<file path="config.mk">
export PLATFORM = sky130hd
export DESIGN_NAME = voice_allocator
export DESIGN_NICKNAME = d
export VERILOG_FILES = /design/src/rtl/voice_allocator.sv
export SDC_FILE = /design/constraint.sdc
export NUM_CORES = 1
export LEC_CHECK = 0
export ABC_AREA = 1
export CAP_MARGIN = 5
export CORE_MARGIN = 5
export CORE_UTILIZATION = 47
export DETAILED_ROUTE_END_ITERATION = 16
export PLACE_DENSITY = 0.76
export SLEW_MARGIN = 20
export SYNTH_ARGS = -nofsm -noshare
export SYNTH_HDL_FRONTEND = slang
export SYNTH_SLANG_ARGS = --single-unit
</file>
<file path="constraint.sdc">
create_clock -name clk_in -period 2.48 [get_ports clk_in]
set_input_delay 0.496 -clock clk_in [delete_from_list [all_inputs] [get_ports clk_in]]
set_output_delay 0.496 -clock clk_in [all_outputs]
set_load 0.03 [all_outputs]
</file>
<file path="src/rtl/voice_allocator.sv">
`default_nettype none
// voice_allocator: assigns decoded MIDI note events to N_VOICES voices in LRU order.
// Optional build macro VOICE_STEAL_EN: steal the least recently allocated busy voice when none is free.
module voice_allocator #(
  parameter int N_VOICES     = 4,
  parameter int MIDI_CHANNEL = 16
) (
  input  logic                            clk_in,
  input  logic                            rst_in,
  input  logic                            midi_valid_in,
  input  logic [23:0]                     midi_event_in,
  output logic                            ready_out,
  output logic                            dropped_out,
  output logic [N_VOICES-1:0]             gate_out,
  output logic [N_VOICES-1:0]             trigger_out,
  output logic [7*N_VOICES-1:0]           note_out,
  output logic [7*N_VOICES-1:0]           velocity_out,
  output logic [$clog2(N_VOICES+1)-1:0]   active_count_out
);
  localparam int         RW   = $clog2(N_VOICES);
  localparam int         CW   = $clog2(N_VOICES+1);
  localparam logic [4:0] C_CH = 5'(MIDI_CHANNEL);

  typedef enum logic [1:0] {S_IDLE, S_SCAN, S_COMMIT} state_t;
  typedef enum logic [1:0] {K_NONE, K_ON, K_OFF, K_ALL} kind_t;

  state_t              r_state, w_state_nxt;
  kind_t               r_kind, w_kind;
  logic [7:0]          r_d1;
  logic [6:0]          r_d2;
  logic [RW-1:0]       r_idx;
  logic [RW-1:0]       r_rank [N_VOICES];
  logic [6:0]          r_note [N_VOICES];
  logic [6:0]          r_vel  [N_VOICES];
  logic [N_VOICES-1:0] r_gate, r_trig;
  logic [CW-1:0]       r_count;
  logic                r_drop;
  logic                r_m_ok, r_f_ok, r_b_ok;
  logic [RW-1:0]       r_m_idx, r_f_idx, r_b_idx, r_f_rank, r_b_rank;

  logic                w_ch_ok, w_accept, w_tgt_ok, w_steal_drop;
  logic [RW-1:0]       w_tgt;
  logic [N_VOICES-1:0] w_gate_nxt;
  logic [CW-1:0]       w_count_nxt;

  assign w_ch_ok  = (MIDI_CHANNEL == 16) || ({1'b0, midi_event_in[19:16]} == C_CH);
  assign w_accept = midi_valid_in & ready_out;

  always_comb begin
    w_kind = K_NONE;
    if (w_ch_ok) begin
      if (midi_event_in[23:20] == 4'h9 && midi_event_in[7:0] != 8'h00)
        w_kind = K_ON;
      else if (midi_event_in[23:20] == 4'h8 || midi_event_in[23:20] == 4'h9)
        w_kind = K_OFF;
      else if (midi_event_in[23:20] == 4'hB && midi_event_in[15:8] == 8'h7B)
        w_kind = K_ALL;
    end
  end

  always_ff @(posedge clk_in) begin
    if (rst_in) r_state <= S_IDLE;
    else        r_state <= w_state_nxt;
  end

  always_comb begin
    w_state_nxt = r_state;
    ready_out   = 1'b0;
    case (r_state)
      S_IDLE: begin
        ready_out = 1'b1;
        if (midi_valid_in) begin
          if (w_kind == K_ON || w_kind == K_OFF) w_state_nxt = S_SCAN;
          else if (w_kind == K_ALL)              w_state_nxt = S_COMMIT;
        end
      end
      S_SCAN:   if (r_idx == RW'(N_VOICES-1)) w_state_nxt = S_COMMIT;
      S_COMMIT: w_state_nxt = S_IDLE;
      default:  w_state_nxt = S_IDLE;
    endcase
  end

  // Target selection priority: matching held note, then LRU free voice, then LRU busy voice.
  always_comb begin
    w_tgt_ok     = 1'b0;
    w_tgt        = r_m_idx;
    w_steal_drop = 1'b0;
    w_gate_nxt   = r_gate;
    if (r_state == S_COMMIT) begin
      case (r_kind)
        K_ON: begin
          if (r_m_ok) begin
            w_tgt_ok = 1'b1;
          end else if (r_f_ok) begin
            w_tgt_ok = 1'b1;
            w_tgt    = r_f_idx;
          end else begin
`ifdef VOICE_STEAL_EN
            w_tgt_ok = r_b_ok;
            w_tgt    = r_b_idx;
`else
            w_steal_drop = 1'b1;
`endif
          end
          if (w_tgt_ok) w_gate_nxt[w_tgt] = 1'b1;
        end
        K_OFF:   if (r_m_ok) w_gate_nxt[r_m_idx] = 1'b0;
        K_ALL:   w_gate_nxt = '0;
        default: w_gate_nxt = r_gate;
      endcase
    end
  end

  always_comb begin
    w_count_nxt = '0;
    for (int i = 0; i < N_VOICES; i++) w_count_nxt = w_count_nxt + CW'(w_gate_nxt[i]);
  end

  always_ff @(posedge clk_in) begin
    if (rst_in) begin
      r_kind   <= K_NONE;
      r_d1     <= '0;
      r_d2     <= '0;
      r_idx    <= '0;
      r_gate   <= '0;
      r_trig   <= '0;
      r_count  <= '0;
      r_drop   <= 1'b0;
      r_m_ok   <= 1'b0;
      r_f_ok   <= 1'b0;
      r_b_ok   <= 1'b0;
      r_m_idx  <= '0;
      r_f_idx  <= '0;
      r_b_idx  <= '0;
      r_f_rank <= '0;
      r_b_rank <= '0;
      for (int i = 0; i < N_VOICES; i++) begin
        r_rank[i] <= RW'(N_VOICES-1-i);
        r_note[i] <= '0;
        r_vel[i]  <= '0;
      end
    end else begin
      r_trig <= '0;
      r_drop <= (midi_valid_in & ~ready_out) | w_steal_drop;
      if (w_accept && w_kind != K_NONE) begin
        r_kind <= w_kind;
        r_d1   <= midi_event_in[15:8];
        r_d2   <= midi_event_in[6:0];
        r_idx  <= '0;
        r_m_ok <= 1'b0;
        r_f_ok <= 1'b0;
        r_b_ok <= 1'b0;
      end
      if (r_state == S_SCAN) begin
        if (r_gate[r_idx]) begin
          if (!r_m_ok && {1'b0, r_note[r_idx]} == r_d1) begin
            r_m_ok  <= 1'b1;
            r_m_idx <= r_idx;
          end
          if (!r_b_ok || r_rank[r_idx] > r_b_rank) begin
            r_b_ok   <= 1'b1;
            r_b_idx  <= r_idx;
            r_b_rank <= r_rank[r_idx];
          end
        end else if (!r_f_ok || r_rank[r_idx] > r_f_rank) begin
          r_f_ok   <= 1'b1;
          r_f_idx  <= r_idx;
          r_f_rank <= r_rank[r_idx];
        end
        r_idx <= r_idx + 1'b1;
      end
      if (r_state == S_COMMIT) begin
        r_gate  <= w_gate_nxt;
        r_count <= w_count_nxt;
        if (w_tgt_ok) begin
          r_note[w_tgt] <= r_d1[6:0];
          r_vel[w_tgt]  <= r_d2;
          r_trig[w_tgt] <= 1'b1;
          for (int i = 0; i < N_VOICES; i++) begin
            if (i == int'(w_tgt))              r_rank[i] <= '0;
            else if (r_rank[i] < r_rank[w_tgt]) r_rank[i] <= r_rank[i] + 1'b1;
          end
        end
      end
    end
  end

  for (genvar g = 0; g < N_VOICES; g++) begin : g_pack
    assign note_out[7*g +: 7]     = r_note[g];
    assign velocity_out[7*g +: 7] = r_vel[g];
  end

  assign gate_out         = r_gate;
  assign trigger_out      = r_trig;
  assign dropped_out      = r_drop;
  assign active_count_out = r_count;
endmodule
`default_nettype wire

</file>
==> metrics.md <==
| Metric | Value |
|---|---|
| TritonRoute pass-1 iters | `5` |
| Synth Register Bits | `107` |
| Final non-filler cell total | `850` |
| Initial core utilization | `48.1%` |
| Rel. slew slack | `74.3%` |
| Share of cells above drive strength 1 | `14.7%` |
| Inserted Clock Buffers | `9` |
| # IOs | `96` |
| Final Hold Vio Count | `0` |
| Family with the most delay on the worst path | `adder cells` |
| Hold EP | `r_f_idx[1]$_SDFFE_PP0P_` |
| CTS tree | `built` |
| Final worst slack | `0.113 ns` |
| Worst stage delay on the critical path | `0.48 ns` |
| Final worst path period need | `2.37 ns` |
| First-pass GRT wire length | `20700 um` |
| Core area | `10300 um2` |
| Net Count, Synth | `614` |
| N_diodes | `0` |
| WP data required | `2.76 ns` |
| Worst-path cell chain | `buf_4 > nand2_1 > nor2_4 > nand2_4 > nand2_4 > nor2_4 > nand2_2 > nand2_2 > fa_1 > ha_1 > ha_1 > o21ai_1 > nor2_1` |
| Slew Limit Fails | `0` |
| Synth Instances | `579` |
| Post-Place Cell Area | `6250 um2` |
| Worst-Margin Slew | `0.384 ns` |
| Place WS | `-0.195 ns` |
| Die Width | `113 um` |
| Synthesized cell area | `4940 um2` |
| Synth warnings | `0` |
| Total number of vias | `4382` |
| Cell Count Post-Placement | `829` |
| Final ANT Viol Nets | `0` |
| Num Clock Sinks | `107` |
| Nets | `744` |
| Hold Startpoint | `r_f_idx[1]$_SDFFE_PP0P_` |
| Residual DRC | `0` |
| Die Y | `113 um` |
| Max Buffers Root-to-Sink | `2` |
| Critical R2R Launch | `r_kind[0]$_SDFFE_PP0P_` |
| Max frequency | `0.422 GHz` |
| Worst endpoint data arrival time | `2.65 ns` |
| Layout area overhead | `32.9%` |
| R2R cell count | `13` |
| Min Hold Slack | `0.482 ns` |
| Status | `finished, final reports clean` |
| GRT Overall Usage | `20.4%` |
| R2r setup slk | `0.11 ns` |
| Final instance area | `6570 um2` |
| Clock insertion delay at the later pin of the skew report | `0.37 ns` |
| GPL Wtd Cong | `0.883` |
| CP Capture Type | `flop` |
| Crit start category | `flop` |
| CP max stage cell | `fa_1` |
| Initial antenna violation count | `0` |
| Pwr Total | `0.00340 W` |
| Post-Route Skew | `0.0176 ns` |
| CP max FO | `5` |
| Final period utilization | `95.5%` |
| Synth unique cells | `32` |
| LEAKAGE | `2.73 nW` |
| # hold bufs at CTS | `0` |
| CP bufs+invs | `1` |
| Max cap viols | `0` |
| Gr ovfl total | `0` |
| Port-buffer cells | `91` |
| DR vias/cell | `5.16` |
| Tightest Hold Check Type | `flop to flop` |
| Final wirelength | `12800 um` |
| Peak supply drop | `0.000364 V` |
| Full die area | `12700 um2` |
| Detail Placement HPWL | `9350 um` |
| Pin count of the biggest net entering global routing | `33` |
| Root buffer cell | `clkbuf_8` |
| Kind of critical path | `flop to flop` |
| RR Endpoint | `active_count_out[1]$_SDFFE_PP0N_` |
| Setup crit start | `r_kind[0]$_SDFFE_PP0P_` |
| # fillers | `869` |
| Total power divided by cell area | `518 nW/um2` |
| Clock Pin Slew Worst Setup and Hold Paths | `0.11 ns` |
| Vias in the first global route | `4295` |
| Final setup viols | `0` |
| H-Tree Depth | `3` |
| First DRT Iteration DRCs | `315` |
| Syn avg cell area | `8.53 um2` |
| Seq/Total Area, Yosys | `56.3%` |
| Rows | `37` |
| RSZ-0062 raised after global routing | `true` |
| Mean routed wirelength per cell | `15.1 um` |
| Worst Hold Path Cells | `2` |
-- cell usage in the layout, fill, tap and decap left out, drive strengths merged, types with 2 or more instances in the layout --
master,count
nand3,54
dfxtp,43
a211oi,2
clkbuf,9
edfxtp,64
a21oi,24
clkinvlp,4
nor3,4
nand2,141
ha,7
clkinv,3
nand4,2
xor2,3
clkdlybuf4s50,91
inv,64
nor4,3
buf,41
or2,2
o21ai,39
nor2,109
xnor2,2
-- sequential cells by signal (all words and copies together) (netlist names), named ones only --
name,cells
r_note,28
r_vel,28
r_d1,8
r_rank,8
r_d2,7
gate_out,4
trigger_out,4
active_count_out,3
r_f_idx,2
r_f_rank,2
r_idx,2
r_kind,2
r_m_idx,2
r_state,2
dropped_out,1
r_f_ok,1
r_m_ok,1
-- Yosys cell counts --
cell type,count,area [um2]
nand2_2,5,31.3
nand3_1,53,265
buf_2,6,30.0
nor2_1,104,390
dfxtp_1,43,861
nand2_1,133,499
a211oi_1,2,15.0
nor4_1,2,12.5
nand2_4,3,33.8
edfxtp_1,64,1920
xnor2_1,2,17.5
o21ai_4,1,16.3
a21oi_1,24,120
fa_1,1,20.0
o21ai_0,37,185
inv_2,8,30.0
a2111oi_0,1,8.76
nand3_2,1,10.0
nor4_2,1,12.5
nor2_4,2,22.5
nand4_1,2,12.5
clkinv_1,1,3.75
buf_4,2,15.0
or2_2,2,12.5
inv_1,53,199
nor2_2,3,18.8
nor3_1,4,20.0
nor3b_1,1,7.51
ha_1,7,87.6
clkbuf_1,7,26.3
o21ai_2,1,8.76
xor2_1,3,26.3
-- layer usage --
metal / vias to the layer above / global-route usage [%] / part of all wire [%]
li1: 2152 / - / -
met1: 2026 / 26.8 / 43
met2: 174 / 33.7 / 47
met3: 30 / 3.29 / 7.3
met4: 0 / 8.17 / 3.1
met5: - / 0 / 0
-- per-stage QoR --
step	util (%)	TNS (ns)
floorplan	-	0
global placement	60.8	-1.56
detailed placement	60.8	-2.87
CTS	62.7	0
global route	63.9	-0.0299
finish	63.9	0
-- layout make-up --
class,count,area [um2],area share [%]
Clock inverter,7,68.8,1.05
Timing Repair Buffer,132,1230,18.8
Sequential cell,107,2790,42.4
Timing Repair inverter,2,15.0,0.229
Multi-Input combinational cell,395,1930,29.4
Tap cell,136,170,2.59
Clock buffer,9,124,1.89
Inverter,62,235,3.58
-- repair_timing --
item                       in CTS  in global routing
setup buffers                   0                  3
setup endpoints to repair       0                  5
gates resized for setup         0                 31
-- how the worst max path moves through the flow --
stage                                             endpoint  depth (start not counted)  slack [ns]
after CTS                 active_count_out[1]$_SDFFE_PP0N_                         14        0.03
after floorplan           active_count_out[1]$_SDFFE_PP0N_                         13        0.09
after global placement                r_d1[0]$_SDFFE_PP0P_                         10       -0.13
after global routing      active_count_out[1]$_SDFFE_PP0N_                         13       -0.03
after detailed placement              r_d1[0]$_SDFFE_PP0P_                         13       -0.20
final                     active_count_out[1]$_SDFFE_PP0N_                         13        0.11
-- power by group --
part	switching [W]	internal (W)	leakage (nW)
Sequential	0.0000362	0.00193	0.997
Combinational	0.000235	0.000165	1.65
Clock	0.000638	0.000391	0.0926
-- kinds of logic after synthesis --
| family | Yosys count | synth area share [%] |
|---|---|---|
| AO/OA/AOI/OAI | 66 | 7.17 |
| XOR/XNOR | 5 | 0.886 |
| adder cells (fa/ha/maj) | 8 | 2.18 |
| buffers and inverters | 77 | 6.15 |
| flip-flops | 107 | 56.3 |
| AND/OR/NAND/NOR | 316 | 27.3 |
-- worst min-delay path, stage by stage, from the launching register on --
cell and delay (ns):
dfxtp_1 0.32, inv_1 0.07, a21oi_1 0.06
(Power assumes the default switching activity.)
